$ cat config.mk
export PLATFORM = sky130hd
export DESIGN_NAME = hazard_ctrl
export DESIGN_NICKNAME = d
export VERILOG_FILES = /design/src/rtl/hazard_ctrl.sv
export SDC_FILE = /design/constraint.sdc
export NUM_CORES = 1
export LEC_CHECK = 0
export ABC_AREA = 1
export CORE_AREA = 2 2 39 41
export DETAILED_ROUTE_END_ITERATION = 7
export DIE_AREA = 0 0 41 43
export DONT_BUFFER_PORTS = 1
export PLACE_DENSITY = 0.68
export SYNTH_ARGS = -nofsm -noshare
export SYNTH_HDL_FRONTEND = slang
export SYNTH_SLANG_ARGS = --single-unit
export TNS_END_PERCENT = 5
$ cat constraint.sdc
create_clock -name vclk -period 2.1
set_clock_uncertainty 0.2 [all_clocks]
set_input_delay 0.525 -clock vclk [all_inputs]
set_output_delay 0.525 -clock vclk [all_outputs]
set_load 0.005 [all_outputs]
$ cat src/rtl/hazard_ctrl.sv
// Decode-stage hazard unit: register compare strobes, load-use/branch stalls, mul/div HI/LO tracking.
// Define HAZARD_MULDIV_EN to build the mul/div FSM; otherwise md_busy/md_done/mdstall are tied low.
module hazard_ctrl #(
    parameter int REG_W     = 5,
    parameter int MD_CYCLES = 32,
    parameter int CNT_W     = 6
) (
    input  logic             clk,
    input  logic             reset,
    input  logic [REG_W-1:0] rsD,
    input  logic [REG_W-1:0] rtD,
    input  logic [REG_W-1:0] rsE,
    input  logic [REG_W-1:0] rtE,
    input  logic [REG_W-1:0] writeregE,
    input  logic [REG_W-1:0] writeregM,
    input  logic [REG_W-1:0] writeregW,
    input  logic             regwriteE,
    input  logic             regwriteM,
    input  logic             regwriteW,
    input  logic             memtoregE,
    input  logic             memtoregM,
    input  logic             branchD,
    input  logic             md_startE,
    input  logic             md_readD,
    output logic             rs_D,
    output logic             rt_D,
    output logic             rs_E,
    output logic             rt_E,
    output logic             rs_wr_DE,
    output logic             rt_wr_DE,
    output logic             rs_wr_DM,
    output logic             rt_wr_DM,
    output logic             rs_wr_EM,
    output logic             rt_wr_EM,
    output logic             rs_wr_EW,
    output logic             rt_wr_EW,
    output logic             stallF,
    output logic             stallD,
    output logic             flushE,
    output logic             md_busy,
    output logic             md_done
);

    logic lwstall;
    logic brstall;
    logic mdstall;
    logic stall;

    assign rs_D = |rsD;
    assign rt_D = |rtD;
    assign rs_E = |rsE;
    assign rt_E = |rtE;

    // Pure equality; the consumer qualifies with regwrite where it needs to.
    assign rs_wr_DE = (rsD == writeregE);
    assign rt_wr_DE = (rtD == writeregE);
    assign rs_wr_DM = (rsD == writeregM);
    assign rt_wr_DM = (rtD == writeregM);
    assign rs_wr_EM = (rsE == writeregM);
    assign rt_wr_EM = (rtE == writeregM);
    assign rs_wr_EW = (rsE == writeregW);
    assign rt_wr_EW = (rtE == writeregW);

    assign lwstall = memtoregE & regwriteE & ((rs_D & rs_wr_DE) | (rt_D & rt_wr_DE));

    assign brstall = branchD & ((regwriteE & ((rs_D & rs_wr_DE) | (rt_D & rt_wr_DE)))
                              | (memtoregM & ((rs_D & rs_wr_DM) | (rt_D & rt_wr_DM))));

    assign stall  = lwstall | brstall | mdstall;
    assign stallF = stall;
    assign stallD = stall;
    assign flushE = stall;

`ifdef HAZARD_MULDIV_EN
    typedef enum logic [1:0] {
        IDLE = 2'd0,
        BUSY = 2'd1,
        DONE = 2'd2
    } md_state_e;

    localparam logic [CNT_W-1:0] CNT_LOAD = CNT_W'(MD_CYCLES - 1);

    md_state_e        state_q, state_d;
    logic [CNT_W-1:0] cnt_q, cnt_d;

    // A start pulse in any state (re)loads the counter; restart beats completion.
    always_comb begin
        // NOTE: every next-state signal gets a default first so no path leaves it unassigned (no latch).
        state_d = state_q;
        cnt_d   = cnt_q;
        case (state_q)
            IDLE: begin
                if (md_startE) begin
                    state_d = BUSY;
                    cnt_d   = CNT_LOAD;
                end
            end
            BUSY: begin
                if (md_startE) begin
                    cnt_d = CNT_LOAD;
                end else if (cnt_q == '0) begin
                    state_d = DONE;
                end else begin
                    cnt_d = cnt_q - 1'b1;
                end
            end
            DONE: begin
                if (md_startE) begin
                    state_d = BUSY;
                    cnt_d   = CNT_LOAD;
                end else begin
                    state_d = IDLE;
                end
            end
            default: begin
                state_d = IDLE;
                cnt_d   = '0;
            end
        endcase
    end

    always_ff @(posedge clk) begin
        // NOTE: state registers use non-blocking assignments so all flops update from pre-edge values.
        if (reset) begin
            state_q <= IDLE;
            cnt_q   <= '0;
        end else begin
            state_q <= state_d;
            cnt_q   <= cnt_d;
        end
    end

    assign md_busy = (state_q == BUSY);
    assign md_done = (state_q == DONE);
    assign mdstall = md_readD & (state_q != IDLE);
`else
    logic unused_md;

    assign unused_md = ^{clk, reset, md_startE, md_readD, CNT_W'(MD_CYCLES)};
    assign md_busy   = 1'b0;
    assign md_done   = 1'b0;
    assign mdstall   = 1'b0;
`endif

    logic unused_wb;

    // regwriteM/W are part of the forwarding contract but not needed for any stall term.
    assign unused_wb = regwriteM ^ regwriteW;

endmodule

---- Word-level counts from Yosys, hierarchy flattened ----
Cells that the tools add are included.
storage, ports and cells
  latch bits .............................. 0
  word-level logic and storage cells ...... 25
  memories kept ........................... 0
  bits in read-only memories .............. 0
  register bits ........................... 0
  memory bits (writable) .................. 0
cells by class
  multiply operators ...................... 0
  bitwise operators ....................... 13
  magnitude comparators ................... 0
  eq/ne operators ......................... 8
  divide/modulo/power cells ............... 0
  muxes and demuxes ....................... 0
  shifts and indexed selects .............. 0
  reductions and logical operators ........ 4
  add/sub/neg operators ................... 0
operators with widths
  kind                 number
  equality test 5 bit  8
  OR reduction 5 bit   4
  AND 1 bit            9
  OR 1 bit             4

---- Logic depth before layout (Yosys ltp) ----
  word-level depth ........................ 7
  mapped depth ............................ 10

---- Least setup slack after synthesis ----
OpenSTA, ideal clock, no wires.
  kind .................................... input port to output port
  from .................................... input writeregM[4]
  to ...................................... output stallD
  arrival ................................. 1.294 ns
  data required time ...................... 1.375 ns
  stages .................................. 10
  setup slack ............................. 0.081 ns
  path buffers ............................ 2
  cells stage by stage .................... clkbuf_2 inv_1 nand2_1 nand2_1 nor2_1 nand4_1 nand2_1 nand2_1 nand2_1 buf_4
between the ends
  longest elaborated chain between the ends .. 7
  elaborated cells between the ends (all ways) .. 9
RTL lines
  item                                           RTL line  text
  from (decl)                                    15        input logic [REG_W-1:0] writeregM,
  equality test 5 bit, on equally long branches  57, 58
  AND 1 bit                                      67        | (memtoregM & ((rs_D & rs_wr_DM) | (rt_D & rt_wr_DM))));
  OR 1 bit *                                     67
  AND 1 bit *                                    67
  OR 1 bit *                                     67
  AND 1 bit *                                    66        assign brstall = branchD & ((regwriteE & ((rs_D & rs_wr_DE) | (rt_D & rt_wr_DE)))
  OR 1 bit *                                     69        assign stall = lwstall | brstall | mdstall;
  to (decl)                                      38        output logic stallD,
Mark *: on every way between the ends. The rest lies on a longest branch, timed or not.

---- Worst setup path in the final report ----
  from .................................... input rsD[0]
  to ...................................... output flushE
between the ends
  longest elaborated chain between the ends .. 7
  elaborated cells between the ends (all ways) .. 13
RTL lines
  item                                 RTL line    text
  from (decl)                          10          input logic [REG_W-1:0] rsD,
  OR reduction 5 bit *                 49          assign rs_D = |rsD;
  named net rs_D                       25          output logic rs_D,
  AND 1 bit, on equally long branches  64, 66, 67
  OR 1 bit, on equally long branches   64, 66, 67
  AND 1 bit, on equally long branches  66, 67
  OR 1 bit                             67
  AND 1 bit                            66
  OR 1 bit *                           69
  to (decl)                            39          output logic flushE,
The timed path passes the listed nets; every way through them passes the cells marked *.

==> qor.csv <==
metric,value,unit
DR iter-0 viols,9,
"top cells by area, synth","nand2_1 (28%), xor2_1 (20%), inv_1 (10%)",
Post-Syn Area,705.7,µm²
Int Pwr,50.44,µW
gr ovfl total,0,
placed inst area,689.4,µm²
period utilization,91.36,%
DP HPWL,1499,µm
fill cell count,159,
routed length per instance,11.16,µm
RSZ-0062 raised after global routing,no,
CP max FO,4,
hold-fix buffers at CTS,0,
DRT Wirelength,1663,µm
gr busiest metal,met2,
antenna-violating nets left,0,
Resize count post-CTS,0,
gpl congestion,0.7504,
Final TNS setup,0,ps
die width,41,µm
Mapped Cells,138,
Ys Warns,0,
Hold WC Path Type,primary input to output port,
peak supply drop,0.06313,mV
register area,0,µm²
Critical Path Source Type,primary input,
M1 GR Usage,19.62,%
Ports,62,
sequential area share after synthesis,0,%
crit path to,flushE,
initial antenna violation count,0,
final-report max-slew violation count,0,
Setup CP Type,primary input to output port,
outcome,"complete, no violations",
Maximum Capacitance Violations,0,
num sequential,0,
PortBufs,0,
post-route cell area,689.4,µm²
post-CTS setup buffer count,0,
1st-pass router iterations,4,
grt met3 use,1.047,%
minimum clock period after layout,1919,ps
# setup viols final,0,
Core Area,0.001384,mm²
Final Hold Vio Count,0,
post-layout power,104.4,µW
Seq pwr share,0,%
total track usage,18.88,%
NumNets Final,180,
Ant. Diodes,0,
pin count of the biggest net entering global routing,6,
Worst Setup End Kind,output port,
clock network power share,0,%
DIE HEIGHT,43,µm
Min Hold Slack,936.5,ps
Net Switching,53.98,µW
via count,764,
Pleak,0.4196,nW
Initial Util,50.99,%
beginning of the critical path,rsD[0],
first-pass GRT wire length,2470,µm
fmax,0.5212,GHz
total die area,0.001763,mm²
fin util,49.82,%
average cell area after synthesis,5.114,µm²
cell taking the most area after synthesis,nand2_1,
met2 Use GR,39.06,%
Synth cell types,17,
CP Data Required Time,1370,ps
CLK BUF,0,
vias in the first global route,746,
Rows,14,
Worst EP arrival,1190,ps
Area Growth Syn to Fin,-2.305,%
pwr/cell area,151.5,mW/mm²
sw frac,51.70,%
# DRC,0,
Logic pwr share,100.0,%
area share of the largest cell type after synthesis,27.66,%
Vias/cell,5.128,
layout cells sized above 1,3.759,%
-- worst max-delay path, stage by stage --
cell and delay [ps]:
nor2_1 110, nand4_1 180, nand4_1 150, nand2_1 60, nand2_1 50, nand2_1 120
-- stage by stage --
step | cells | worst slack (ps)
after global routing | 149 | 53.71
final | 149 | 181.4
after global placement | 149 | 195.9
after detailed placement | 149 | 184.0
after floorplan | 139 | 81.13
after CTS | 149 | 183.1
-- cells in the final DEF (no fill, tap or decap) --
cell and instances:
xor2_1 16, nor2_1 11, nand4_1 6, inv_2 3
o21a_1 1, xnor2_1 8, nand2_1 52, nand3_1 4
nor3_1 2, and3_2 1, inv_1 19, conb_1 2
nor4_1 4, nor2_2 1, and3_1 3
-- metal layers --
| layer | vias to the layer above | wire, µm |
|---|---|---|
| li1 | 404 | - |
| met1 | 322 | 636 |
| met2 | 38 | 855 |
| met3 | 0 | 171 |
| met4 | 0 | 0 |
| met5 | - | 0 |
-- worst min-delay path by stage --
stage / startpoint / endpoint / cells after the start
global placement: rsE[1] / rs_E / 2
finish: rsE[1] / rs_E / 2
detailed placement: rsE[4] / rs_E / 2
CTS: rsE[1] / rs_E / 2
global route: rsE[1] / rs_E / 2
floorplan: rsE[4] / rs_E / 2
-- final cells by class --
class | instances | area, µm² | share of cell area, %
inverter | 22 | 82.58 | 11.98
multi-input combinational | 111 | 586.8 | 85.12
tap | 16 | 20.02 | 2.904
-- cells in the mapped netlist, drive strengths merged --
| master | instances |
|---|---|
| buf | 4 |
| inv | 22 |
| nand3 | 4 |
| o21a | 1 |
| nor4 | 4 |
| nand4 | 6 |
| xnor2 | 8 |
| conb | 1 |
| nor3 | 2 |
| nand2 | 52 |
| and3 | 4 |
| clkbuf | 2 |
| nor2 | 12 |
| xor2 | 16 |
-- kinds of logic (layout without fill, tap and decap cells) --
| kind of cell | after synthesis | in the layout | share of synthesized area (%) |
|---|---|---|---|
| buffers and inverters | 28 | 22 | 17.38 |
| and+or+nand+nor | 84 | 84 | 51.24 |
| AOI/OAI and AO/OA | 1 | 1 | 1.064 |
| other | 1 | 2 | 0.5314 |
| xor gates and xnor gates | 24 | 24 | 29.79 |
-- power groups by stage --
stage	Clock, mW	Combinational [mW]	Sequential (mW)
after floorplan	0	0.100	0
after global placement	0	0.101	0
after global routing	0	0.121	0
final	0	0.104	0
after CTS	0	0.105	0
after detailed placement	0	0.105	0
No activity file was read; power rests on OpenSTA's default activity.
